[src/rtl/io_uart_pkg.sv]
// Shared definitions for the memory-mapped UART transmitter: register
// offsets, STATUS bit positions, FSM state encodings and the reset divisor.
// Optional feature macro: UART_PARITY_EN (adds an even-parity bit per frame).
package io_uart_pkg;

  localparam logic [1:0] ADDR_TXDATA  = 2'd0;
  localparam logic [1:0] ADDR_STATUS  = 2'd1;
  localparam logic [1:0] ADDR_BAUDDIV = 2'd2;
  localparam logic [1:0] ADDR_CTRL    = 2'd3;

  localparam int STAT_FULL      = 0;
  localparam int STAT_EMPTY     = 1;
  localparam int STAT_BUSY      = 2;
  localparam int STAT_OVF       = 3;
  localparam int STAT_COUNT_LSB = 4;

  localparam logic [15:0] BAUD_RESET = 16'd434;

  typedef enum logic [2:0] {
    TX_IDLE   = 3'd0,
    TX_START  = 3'd1,
    TX_DATA   = 3'd2,
    TX_STOP   = 3'd3
`ifdef UART_PARITY_EN
    ,
    TX_PARITY = 3'd4
`endif
  } txState_t;

  // A programmed divisor of zero still has to produce a usable bit period.
  function automatic logic [15:0] effDivisor(input logic [15:0] div);
    return (div == 16'd0) ? 16'd1 : div;
  endfunction

endpackage

[src/rtl/io_uart_fifo.sv]
// Small synchronous FIFO holding bytes waiting for transmission.
// A push while full is dropped; full is judged before any same-cycle pop.
module io_uart_fifo #(
  parameter int DEPTH = 4,
  parameter int WIDTH = 8
) (
  input  logic                         clk,
  input  logic                         rst,
  input  logic                         push,
  input  logic                         pop,
  input  logic [WIDTH-1:0]             wrData,
  output logic [WIDTH-1:0]             rdData,
  output logic                         full,
  output logic                         empty,
  output logic [$clog2(DEPTH+1)-1:0]   count
);

  localparam int AW = $clog2(DEPTH);
  localparam int CW = $clog2(DEPTH+1);

  logic [WIDTH-1:0] mem [DEPTH];
  logic [AW-1:0]    wrPtr;
  logic [AW-1:0]    rdPtr;
  logic             doPush;
  logic             doPop;

  assign full   = (count == CW'(DEPTH));
  assign empty  = (count == '0);
  assign doPush = push && !full;
  assign doPop  = pop && !empty;
  assign rdData = mem[rdPtr];

  // Storage array: only written on an accepted push, no reset needed.
  always_ff @(posedge clk) begin
    if (doPush) begin
      mem[wrPtr] <= wrData;
    end
  end

  // Pointers and occupancy; depth is a power of two so pointers wrap naturally.
  always_ff @(posedge clk or posedge rst) begin
    if (rst) begin
      wrPtr <= '0;
      rdPtr <= '0;
      count <= '0;
    end else begin
      if (doPush) begin
        wrPtr <= wrPtr + 1'b1;
      end
      if (doPop) begin
        rdPtr <= rdPtr + 1'b1;
      end
      count <= count + CW'(doPush) - CW'(doPop);
    end
  end

endmodule

[src/rtl/io_uart.sv]
// Memory-mapped UART transmitter: register file, 4-byte TX FIFO and a
// bit-serial TX state machine with a programmable divisor.
// Optional feature macro: UART_PARITY_EN (8E1 frame instead of 8N1).
module io_uart
  import io_uart_pkg::*;
(
  input  logic        clk,
  input  logic        rst,
  input  logic        ioCe,
  input  logic        ioWe,
  input  logic [31:0] ioAddr,
  input  logic [31:0] ioWtData,
  output logic [31:0] ioRdData,
  output logic        txd,
  output logic        irq
);

  logic        wrEn;
  logic [1:0]  regSel;
  logic        pushReq;
  logic        popReq;
  logic [7:0]  fifoRdData;
  logic        fifoFull;
  logic        fifoEmpty;
  logic [2:0]  fifoCount;
  logic [15:0] divReg;
  logic        ie;
  logic        overflow;
  txState_t    state;
  txState_t    stateNext;
  logic [15:0] cnt;
  logic [15:0] cntNext;
  logic [2:0]  idx;
  logic [2:0]  idxNext;
  logic [7:0]  shift;
  logic [7:0]  shiftNext;
  logic        txdNext;
  logic        bitDone;
  logic [15:0] reload;
  logic        unusedBits;

  assign wrEn       = ioCe && ioWe;
  assign regSel     = ioAddr[3:2];
  assign pushReq    = wrEn && (regSel == ADDR_TXDATA);
  assign bitDone    = (cnt == 16'd0);
  assign reload     = effDivisor(divReg) - 16'd1;
  assign irq        = ie && fifoEmpty && (state == TX_IDLE);
  assign unusedBits = ^{ioAddr[31:4], ioAddr[1:0], ioWtData[31:16]};

  io_uart_fifo #(
    .DEPTH (4),
    .WIDTH (8)
  ) txFifo (
    .clk    (clk),
    .rst    (rst),
    .push   (pushReq),
    .pop    (popReq),
    .wrData (ioWtData[7:0]),
    .rdData (fifoRdData),
    .full   (fifoFull),
    .empty  (fifoEmpty),
    .count  (fifoCount)
  );

  // Control registers; overflow is sticky until software writes STATUS bit 3.
  always_ff @(posedge clk or posedge rst) begin
    if (rst) begin
      divReg   <= BAUD_RESET;
      ie       <= 1'b0;
      overflow <= 1'b0;
    end else if (wrEn) begin
      case (regSel)
        ADDR_TXDATA:  if (fifoFull) overflow <= 1'b1;
        ADDR_STATUS:  if (ioWtData[3]) overflow <= 1'b0;
        ADDR_BAUDDIV: divReg <= ioWtData[15:0];
        default:      ie <= ioWtData[0];
      endcase
    end
  end

  // Combinational read mux; anything not a read access returns zero.
  always_comb begin
    ioRdData = '0;
    if (ioCe && !ioWe) begin
      case (regSel)
        ADDR_STATUS: begin
          ioRdData[STAT_FULL]               = fifoFull;
          ioRdData[STAT_EMPTY]              = fifoEmpty;
          ioRdData[STAT_BUSY]               = (state != TX_IDLE);
          ioRdData[STAT_OVF]                = overflow;
          ioRdData[STAT_COUNT_LSB +: 3]     = fifoCount;
        end
        ADDR_BAUDDIV: ioRdData[15:0] = divReg;
        ADDR_CTRL:    ioRdData[0]    = ie;
        default:      ioRdData       = '0;
      endcase
    end
  end

  // TX state register.
  always_ff @(posedge clk or posedge rst) begin
    if (rst) begin
      state <= TX_IDLE;
    end else begin
      state <= stateNext;
    end
  end

  // Next state and datapath updates; the divisor is only sampled at a bit
  // boundary through reload, so a divisor write never stretches a live bit.
  always_comb begin
    stateNext = state;
    popReq    = 1'b0;
    txdNext   = txd;
    cntNext   = cnt;
    idxNext   = idx;
    shiftNext = shift;
    case (state)
      TX_IDLE: begin
        txdNext = 1'b1;
        if (!fifoEmpty) begin
          popReq    = 1'b1;
          shiftNext = fifoRdData;
          stateNext = TX_START;
          txdNext   = 1'b0;
          cntNext   = reload;
        end
      end
      TX_START: begin
        if (bitDone) begin
          stateNext = TX_DATA;
          idxNext   = 3'd0;
          txdNext   = shift[0];
          cntNext   = reload;
        end else begin
          cntNext = cnt - 16'd1;
        end
      end
      TX_DATA: begin
        if (bitDone) begin
          cntNext = reload;
          if (idx == 3'd7) begin
`ifdef UART_PARITY_EN
            stateNext = TX_PARITY;
            txdNext   = ^shift;
`else
            stateNext = TX_STOP;
            txdNext   = 1'b1;
`endif
          end else begin
            idxNext = idx + 3'd1;
            txdNext = shift[idx + 3'd1];
          end
        end else begin
          cntNext = cnt - 16'd1;
        end
      end
`ifdef UART_PARITY_EN
      TX_PARITY: begin
        if (bitDone) begin
          stateNext = TX_STOP;
          txdNext   = 1'b1;
          cntNext   = reload;
        end else begin
          cntNext = cnt - 16'd1;
        end
      end
`endif
      TX_STOP: begin
        if (bitDone) begin
          if (!fifoEmpty) begin
            popReq    = 1'b1;
            shiftNext = fifoRdData;
            stateNext = TX_START;
            txdNext   = 1'b0;
            cntNext   = reload;
          end else begin
            stateNext = TX_IDLE;
            txdNext   = 1'b1;
          end
        end else begin
          cntNext = cnt - 16'd1;
        end
      end
      default: begin
        stateNext = TX_IDLE;
        txdNext   = 1'b1;
      end
    endcase
  end

  // Datapath registers; txd is a flop so reset forces the line high at once.
  always_ff @(posedge clk or posedge rst) begin
    if (rst) begin
      txd   <= 1'b1;
      cnt   <= 16'd0;
      idx   <= 3'd0;
      shift <= 8'd0;
    end else begin
      txd   <= txdNext;
      cnt   <= cntNext;
      idx   <= idxNext;
      shift <= shiftNext;
    end
  end

endmodule

[config.mk]
export PLATFORM = sky130hd
export DESIGN_NAME = io_uart
export DESIGN_NICKNAME = d
export VERILOG_FILES = /design/src/rtl/io_uart_pkg.sv /design/src/rtl/io_uart_fifo.sv /design/src/rtl/io_uart.sv
export SDC_FILE = /design/constraint.sdc
export NUM_CORES = 1
export LEC_CHECK = 0
export CORE_MARGIN = 2
export CORE_UTILIZATION = 53
export DETAILED_ROUTE_END_ITERATION = 10
export PLACE_DENSITY_LB_ADDON = 0.25
export RECOVER_POWER = 50
export SYNTH_ARGS = -nofsm -noshare
export SYNTH_HDL_FRONTEND = slang
export SYNTH_SLANG_ARGS = --single-unit
[constraint.sdc]
create_clock -name clk -period 3.17 [get_ports clk]
set_input_delay 0.4755 -clock clk [delete_from_list [all_inputs] [get_ports clk]]
set_output_delay 0.4755 -clock clk [all_outputs]
set_load 0.01 [all_outputs]
Word-level counts from Yosys, hierarchy flattened

Memory sizes are Yosys's and may differ from the RTL's.
Cells that the tools add are included.

Output and inout bits: 34
Word-level logic and storage cells: 105
Bits in registers: 56
Bits of input ports: 68
Bits in writable memories: 32
Memories: 1

Multiplexer cells: 39
Add/subtract/negate cells: 7
Reduce and logical (&&, ||, !) cells: 29
Eq/ne operators: 16
Magnitude comparators: 1
Bitwise logic cells: 1

Memories:

| memory     | depth | width | read ports | clocked after Yosys merged registers in | wr ports | line               | RTL |
|---|---|---|---|---|---|---|---|
| txFifo.mem | 4     | 8     | 1          | 0                                       | 1        | io_uart_fifo.sv:21 | `logic [WIDTH-1:0] mem [DEPTH];` |

Operators by type and width:

| kind                                                                   | count |
|---|---|
| 16-bit two-way mux                                                     | 5 |
| 16-bit case mux with 3 select lines                                    | 1 |
| 16-bit zero test                                                       | 2 |
| 16-bit by 1-bit subtractor with 16-bit output (second input constant)  | 2 |
| 3-bit two-way mux                                                      | 8 |
| 8-bit two-way mux                                                      | 2 |
| 2-bit != test (second input constant)                                  | 8 |
| 8-bit case mux with 2 select lines                                     | 1 |
| 1-bit two-way mux                                                      | 13 |
| 3-bit case mux with 4 select lines                                     | 1 |
| 6-bit case mux with 2 select lines                                     | 1 |
| 9-bit two-way mux                                                      | 1 |
| 4-bit AND reduction                                                    | 2 |
| 1-bit logical AND                                                      | 7 |
| 3-bit by 2-bit equality test with 1-bit output (second input constant) | 2 |
| 3-bit equality test (second input constant)                            | 2 |
| 3-bit zero test                                                        | 2 |
| 3-bit case mux with 2 select lines                                     | 1 |
| 2-bit AND reduction                                                    | 3 |
| 2-bit nonzero test                                                     | 3 |
| 3-bit nonzero test                                                     | 2 |
| 5-bit AND reduction                                                    | 1 |
| 2-bit by 1-bit adder with 2-bit output (second input constant)         | 2 |
| 2-bit equality test (second input constant)                            | 2 |
| other kinds (16)                                                       | 19 |

Depth between registers and ports, before layout

Gate-level depths: netlist of the first run.

Depth after elaboration: 6
Depth in mapped cells: 11
Depth with buffers taken out: 11

Modules after synthesis

From an unflattened synthesis of the first run, not the netlist that was laid out.

Cell total of the unflattened synthesis: 528
Area total of the unflattened synthesis: 5,456.5 um^2

By module, submodules not included:

| module       | cells an instance | sequential area each (um^2) | times used | area each (um^2) |
|---|---|---|---|---|
| io_uart      | 444               | 1,208.7                     | 1          | 3,829.9 |
| io_uart_fifo | 84                | 1,136.1                     | 1          | 1,626.6 |

Least setup slack after synthesis of the first run

OpenSTA, ideal clock, no wires.

Path type: flip-flop to flip-flop
Start: register cnt[0]
End: register txFifo.count[1]
Arrival: 2.751 ns
Setup slack: 0.284 ns
Setup time: 0.135 ns
Path buffers: 0
Stages on the path, launching flop included: 11
Data required time: 3.035 ns
Period minus slack after synthesis: 2.886 ns
Cell sequence: dfrtp_1 -> inv_1 -> ha_1 -> or4b_4 -> nor4_4 -> a21oi_1 -> nor3_2 -> ha_1 -> inv_1 -> ha_1 -> fa_1

Longest elaborated chain between the ends: 5

Ends and longest elaborated chain:

| what                                        | line               | RTL |
|---|---|---|
| from (decl)                                 | io_uart.sv:31      | `logic [15:0] cnt;` |
| from (signal assigned)                      | io_uart.sv:201     | `cnt <= cntNext;` |
| 16-bit zero test                            | io_uart.sv:45      | `assign bitDone = (cnt == 16'd0);` |
| 1-bit two-way mux                           | io_uart.sv:170     | `if (bitDone) begin` |
| 1-bit case mux with 2 select lines          | io_uart.sv:118     | `case (state)` |
| 1-bit logical AND                           | io_uart_fifo.sv:30 | `assign doPop = pop && !empty;` |
| via txFifo.doPop                            | io_uart_fifo.sv:25 | `logic doPop;` |
| 3-bit by 1-bit subtractor with 3-bit output | io_uart_fifo.sv:53 | `count <= count + CW'(doPush) - CW'(doPop);` |
| to (signal assigned)                        | io_uart_fifo.sv:53 |  |
| to (decl)                                   | io_uart_fifo.sv:15 | `output logic [$clog2(DEPTH+1)-1:0] count` |

The timed path passes the listed nets, and every way through them passes these cells.
A chain may end at the register's enable or synchronous reset.

Worst setup path after layout of the first run

Start: input ioAddr[2]
End: output ioRdData[0]

Longest elaborated chain between the ends: 3
Elaborated cells on any way between the ends: 5
Classes of those cells: 3 x eq/ne; 2 x mux

Ends and longest elaborated chain:

| what                                                                                  | line          | RTL |
|---|---|---|
| from (decl)                                                                           | io_uart.sv:11 | `input logic [31:0] ioAddr,` |
| 2-bit equality test or 2-bit by 1-bit equality test with 1-bit output (tied branches) | io_uart.sv:85 | `case (regSel)` |
| 1-bit case mux with 3 select lines (*)                                                | io_uart.sv:85 |  |
| 16-bit two-way mux (*)                                                                | io_uart.sv:84 | `if (ioCe && !ioWe) begin` |
| to (decl)                                                                             | io_uart.sv:13 | `output logic [31:0] ioRdData,` |

Every way passes the cells marked *; elsewhere a longest branch is shown, timed or not.

==> results.py, run 1 <==
metrics = {
    "clocking": {
        "cts_buffers": 9,
        "cts_tree": "built",
        "clock_sinks": 87,
        "root_buffer": "clkbuf_8",
        "hold_buffers": 0,
        "htree_levels": 3,
        "ctsResizeCount": 0,
        "clk_pin_slew_ns": 0.09,
        "clock_latency_ns": 0.37,
        "post_cts_buffers": 0,
        "clockBufferDepth": 2,
    },
    "critical_path": {
        "worstSetupPathType": "input pin to output port",
        "path_cells": "clkdlybuf4s50_1 -> inv_1 -> ha_1 -> a22o_1 -> a31oi_1 -> nor4b_1 -> clkdlybuf4s50_1",
        "cp-end-kind": "output port",
        "start_kind": "input pin",
        "worstPathRequired_ns": 2.69,
        "cp.arrival_ns": 2.49,
        "cp_max_fo": 9,
        "crit_path_top_delay_cell": "clkdlybuf4s50_1",
        "worst_path_largest_cell_delay_ns": 0.60,
        "crit_top_cell": "clkdlybuf4s50_1",
    },
    "sta": {
        "worst_pin_slew_ns": 1.022,
        "fin_ws_ns": 0.2044,
        "final.setup.tns_ns": 0,
        "rsz0062_at_grt": "no",
        "drv_slew": 0,
        "fmax_ghz": 0.3372,
        "fin_skew_ns": 0.01293,
        "slew_headroom_pct": 31.77,
        "setup_viol": 0,
        "fin_crit_ns": 2.966,
        "hold_viol": 0,
        "fin_crit_sh_pct": 93.55,
    },
    "finish": {
        "insertedDiodeCount": 0,
        "synthToLayoutAreaGrowth_pct": 13.83,
        "finalNonFillerCells": 682,
        "drive_gt1_share_pct": 18.21,
        "fillers": 794,
        "nNetsFinal": 634,
    },
    "die": {
        "die_area_um2": 10940,
        "dieWidth_um": 104.6,
        "std_cell_rows": 36,
        "fp.dieH_um": 104.6,
        "initial_core_util_pct": 54.64,
        "io_pins": 102,
        "core_um2": 9819,
    },
    "global_route": {
        "grt.total_usage_pct": 23.21,
        "grt_first_pass_wirelength_um": 20250,
        "grt_max_degree": 32,
        "grt_overflow_total": 0,
        "grt_pass1_vias": 4002,
        "antenna_found_initial": 0,
    },
    "placed_design": {
        "port_buffers": 39,
        "dp.cells": 666,
        "gp_congestion": 0.9223,
        "dp_hpwl_um": 8768,
        "pre_cts_ws_ns": 0.2121,
    },
    "routing": {
        "ant_nets": 0,
        "drc_errors": 0,
        "post_drt_via_cell_ratio": 5.962,
        "wl_per_cell_um": 17.77,
        "wirelength_um": 12120,
        "drtIter0Drc": 231,
        "via_count": 4066,
        "drt-pass1-iter-count": 5,
    },
    "outcome": {
        "status": "completed",
    },
    "yosys": {
        "synth_top_area_share_pct": 22.85,
        "synth_edf_count": 32,
        "yosysUniqueCellTypes": 75,
        "ys_seq_area_share_pct": 43.70,
        "synth_top_cell_by_area": "dfrtp_1",
        "synthArstFlopShare_pct": 63.22,
        "avgSynthCellArea_um2": 10.88,
        "netlist_area_um2": 5365,
        "ys_ff_latch": 87,
        "yosys_warnings": 0,
        "synth_top_flop_cell": "dfrtp_1",
        "postSynthCellCount": 493,
        "yosys-top-cells-area": "dfrtp_1, edfxtp_1, ha_1",
    },
    "hold_path": {
        "min_path_type": "flop to flop",
    },
    "power_and_ir_drop": {
        "worst_ir_drop_vdd_mv": 0.4722,
        "power_density_nw_per_um2": 862.4,
        "total_leakage_power_nw": 2.419,
    },
    "job": {
        "cap_violations": 0,
    },
}
==> worst max-delay path: cells and delay by family <==
family          cells  cell delay [ns]
compound gates      2             0.24
fa+ha+maj           1             0.33
buf+inv             3             1.18
simple gates        1             0.26
==> synth_stat cells, drive strengths merged, types with 2 or more instances <==
cell type  count
ha            21
a22oi          7
clkbuf        14
nand2b         6
and3           2
nor4b          3
a21o           2
xor2           7
xnor2         17
a221o          2
buf           23
nor2b          4
a2111oi        2
nor4          10
o21a           2
nand3b         2
o31ai          4
nand2         37
mux4          10
mux2i          3
or4            6
edfxtp        32
inv           15
a22o           7
a41oi          2
nor2          32
dfrtp         49
a211oi         3
a21boi         4
or3            4
nor3          14
o22ai          3
nand4          2
mux2          29
a21oi         29
o32ai          3
o21ai         17
nand3         12
a31oi          3
and2          13
o211ai        11
o221ai         2
or2            4
dfstp          6
==> metal layers <==
metal	share of wire (%)	up-vias	wire (um)	global-route usage, %
li1	-	1901	-	-
met1	45	1995	5494	32.02
met2	47	149	5675	37.02
met3	5.8	21	708	3.681
met4	2.0	0	238	9.048
met5	0	-	0	0
==> sequential cells by signal, summed over array words and instances (netlist names) <==
| register | flops |
|---|---|
| txFifo.rdPtr | 2 |
| ie | 1 |
| state | 2 |
| idx | 3 |
| txd | 1 |
| txFifo.mem | 32 |
| cnt | 16 |
| shift | 8 |
| txFifo.count | 3 |
| divReg | 16 |
| txFifo.wrPtr | 2 |
| overflow | 1 |
==> cells by family (layout without fill, tap and decap cells) <==
kind of cell / count (synthesis) / after routing / synth area share, %
simple gates: 155 / 155 / 16.35
compound gates: 110 / 110 / 14.39
flops: 87 / 87 / 43.70
buf+inv: 52 / 93 / 4.897
mux: 42 / 42 / 11.40
xor+xnor: 24 / 24 / 3.918
fa+ha+maj: 22 / 22 / 5.271
other cells: 1 / 16 / 0.06990
==> layout by cell type, fill, tap and decap left out, drive strengths merged, types with 4 or more instances in the layout <==
cell / n
o31ai: 4
or4: 6
a22oi: 7
ha: 21
nand2: 37
dfstp: 6
or3: 4
nand3: 12
mux2: 29
xor2: 7
inv: 18
edfxtp: 32
nor3: 14
a21boi: 4
nor2: 32
clkbuf: 12
o21ai: 17
a21oi: 29
dfrtp: 49
or2: 4
a22o: 7
dlygate4sd3: 10
buf: 20
xnor2: 17
mux4: 10
clkdlybuf4s50: 29
and2: 13
conb: 16
nor2b: 4
nor4: 10
o211ai: 11
nand2b: 6
==> cell type report <==
| cell class | instances | area [um2] | share of cell area (%) |
|---|---|---|---|
| Multi-Input combinational cell | 369 | 2808 | 45.97 |
| Sequential cell | 87 | 2345 | 38.39 |
| Clock buffer | 9 | 123.9 | 2.028 |
| Timing Repair Buffer | 62 | 553.0 | 9.056 |
| Inverter | 15 | 56.30 | 0.9219 |
| Tap cell | 133 | 166.4 | 2.725 |
| Clock inverter | 7 | 55.05 | 0.9015 |
==> per-stage QoR <==
step	hold slack (ns)	total power, mW	util, %	cell area [um2]
after global routing	0.5464	5.634	62.19	6107
final	0.5223	5.267	62.19	6107
after CTS	0.4984	5.271	62.49	6136
after global placement	0.4959	4.445	60.67	5957
after floorplan	0.4691	3.827	-	5421
after detailed placement	0.5010	4.542	60.67	5957
==> power by group <==
part	total [mW]	internal (mW)	leakage (nW)	switching [mW]
Clock	0.728	0.294	0.0919	0.434
Combinational	2.70	1.27	1.38	1.44
Sequential	1.84	1.46	0.950	0.374
==> worst paths after layout <==
path                            from         endpoint  slack (ns)  depth (start not counted)
max                        ioAddr[2]      ioRdData[0]        0.20                          7
min                         shift[3]         shift[3]        0.52                          1
max reg2reg                   cnt[0]  txFifo.count[1]        0.20                         10
min reg2reg                 shift[3]         shift[3]        0.52                          1
max in group asynchronous        rst               ie        1.04                          3
min in group asynchronous        rst           cnt[3]        0.78                          2
(Power assumes the default switching activity.)
==> run 2: changes to the inputs <==
--- a/config.mk
+++ b/config.mk
@@ -5,6 +5,7 @@
 export SDC_FILE = /design/constraint.sdc
 export NUM_CORES = 1
 export LEC_CHECK = 0
+export CORE_ASPECT_RATIO = 1.2
 export CORE_MARGIN = 2
 export CORE_UTILIZATION = 53
 export DETAILED_ROUTE_END_ITERATION = 10
==> results.py, run 2 (same netlist as run 1, synthesis figures left out) <==
metrics = {
    "finish": {
        "mostFrequentLayoutCells": "dfrtp_1, nand2_1, nor2_1, edfxtp_1",
        "drive_gt1_share_pct": 18.36,
        "layout_commonest_cell": "dfrtp_1",
        "insertedDiodeCount": 0,
        "largest_reg_flops": 32,
        "synthToLayoutAreaGrowth_pct": 16.11,
        "nNetsFinal": 635,
        "reg_top3": "txFifo.mem x32, cnt x16, divReg x16",
        "regMostFlops": "txFifo.mem",
    },
    "global_route": {
        "grt_pass1_vias": 4111,
        "grt_max_degree": 28,
        "grt_overflow_total": 0,
        "grt_first_pass_wirelength_um": 20520,
        "grt.total_usage_pct": 24.44,
        "antenna_found_initial": 0,
    },
    "sta": {
        "worst_pin_slew_ns": 1.547,
        "timing.hold.ws_ns": 0.5136,
        "slew_headroom_pct": -3.118,
        "hold_viol": 0,
        "fin_skew_ns": 0.006722,
        "setup_viol": 0,
        "final.setup.tns_ns": 0,
        "fmax_ghz": 0.3363,
        "rsz0062_at_grt": "no",
        "fin_crit_sh_pct": 93.80,
        "fin_crit_ns": 2.973,
        "drv_slew": 28,
    },
    "die": {
        "initial_core_util_pct": 53.87,
        "die_area_um2": 10950,
        "io_pins": 102,
        "core_um2": 9960,
        "dieWidth_um": 95.85,
        "fp.dieH_um": 114.2,
        "std_cell_rows": 40,
    },
    "critical_path": {
        "cp.arrival_ns": 2.50,
        "cp-end-kind": "output port",
        "critPathBufInv": 3,
        "path_cells": "clkdlybuf4s50_1 -> inv_1 -> ha_1 -> a22o_1 -> a31oi_1 -> nor4b_1 -> clkdlybuf4s50_1",
        "cp_top_family": "buffers and inverters",
        "start_kind": "input pin",
        "worst_path_largest_cell_delay_ns": 0.59,
        "worstSetupPathType": "input pin to output port",
        "worstPathRequired_ns": 2.69,
        "crit_top_cell": "clkdlybuf4s50_1",
        "crit_path_top_delay_cell": "clkdlybuf4s50_1",
        "cp_max_fo": 9,
    },
    "routing": {
        "wirelength_um": 12310,
        "drtIter0Drc": 353,
        "post_drt_via_cell_ratio": 6.089,
        "drt-pass1-iter-count": 6,
        "wl_per_cell_um": 18.21,
        "drc_errors": 0,
        "via_count": 4116,
        "ant_nets": 0,
    },
    "clocking": {
        "cts_tree": "built",
        "htree_levels": 3,
        "clock_sinks": 87,
        "clockBufferDepth": 2,
        "hold_buffers": 0,
        "cts_buffers": 9,
        "root_buffer": "clkbuf_16",
        "clock_latency_ns": 0.35,
        "ctsResizeCount": 0,
        "clk_pin_slew_ns": 0.07,
        "post_cts_buffers": 0,
    },
    "placed_design": {
        "port_buffers": 39,
        "dp_hpwl_um": 9205,
        "gp_congestion": 0.9530,
    },
    "hold_path": {
        "min_path_type": "flop to flop",
    },
    "outcome": {
        "violations": "capacitance limit, slew limit",
        "status": "complete, but fails checks",
    },
    "job": {
        "cap_violations": 1,
    },
    "power_and_ir_drop": {
        "worst_ir_drop_vdd_mv": 0.4755,
        "power_density_nw_per_um2": 906.3,
        "total_leakage_power_nw": 2.474,
    },
}
## run 2: through the flow
stage               instance area (um2)  setup WS (ns)  utilization (%)  total power, mW  instances
floorplan                          5421         0.2836                -            3.827        508
global placement                   5943         0.2200            59.67            4.478        660
detailed placement                 5943         0.1924            59.67            4.583        660
CTS                                6241         0.1716            62.66            5.647        676
global route                       6230       0.003132            62.55            6.021        676
finish                             6230         0.1966            62.55            5.646        676
## run 2: final timing paths
path	start	slack, ns	cells past startpoint	to
max	ioAddr[2]	0.20	7	ioRdData[0]
min	shift[7]	0.51	1	shift[7]
max reg2reg	cnt[0]	0.22	10	txFifo.count[1]
min reg2reg	shift[7]	0.51	1	shift[7]
max in group asynchronous	rst	0.86	3	cnt[8]
min in group asynchronous	rst	0.54	2	shift[5]
## run 2: layer usage
layer | routed length, um | GRT usage (%) | up-vias
met2 | 6199 | 40.51 | 136
li1 | - | - | 1909
met1 | 5285 | 32.18 | 2045
met3 | 511 | 3.028 | 26
met4 | 316 | 10.48 | 0
met5 | 0 | 0 | -
## run 2: layout make-up
class / count / area [um2]
inverters: 15 / 56.30
clock inverters: 7 / 72.57
fillers: 790 / 3730
flip-flops and latches: 87 / 2345
clock buffers: 9 / 225.2
repair buffers: 63 / 559.3
multi-input cells: 369 / 2814
well taps: 126 / 157.7
## run 2: worst register-to-register path: stages, from the launching register on
cell and delay, ns:
dfrtp_1 0.42, inv_1 0.09, ha_1 0.21, or4b_4 0.53
nor4_4 0.35, a21oi_1 0.14, nor3_2 0.19, ha_1 0.26
inv_1 0.06, ha_1 0.16, fa_1 0.41
## run 2: report_power, final
part | switching [mW] | internal [mW] | total [mW]
Sequential | 0.378 | 1.47 | 1.84
Clock | 0.496 | 0.556 | 1.05
Combinational | 1.46 | 1.29 | 2.75
Total | 2.33 | 3.31 | 5.65
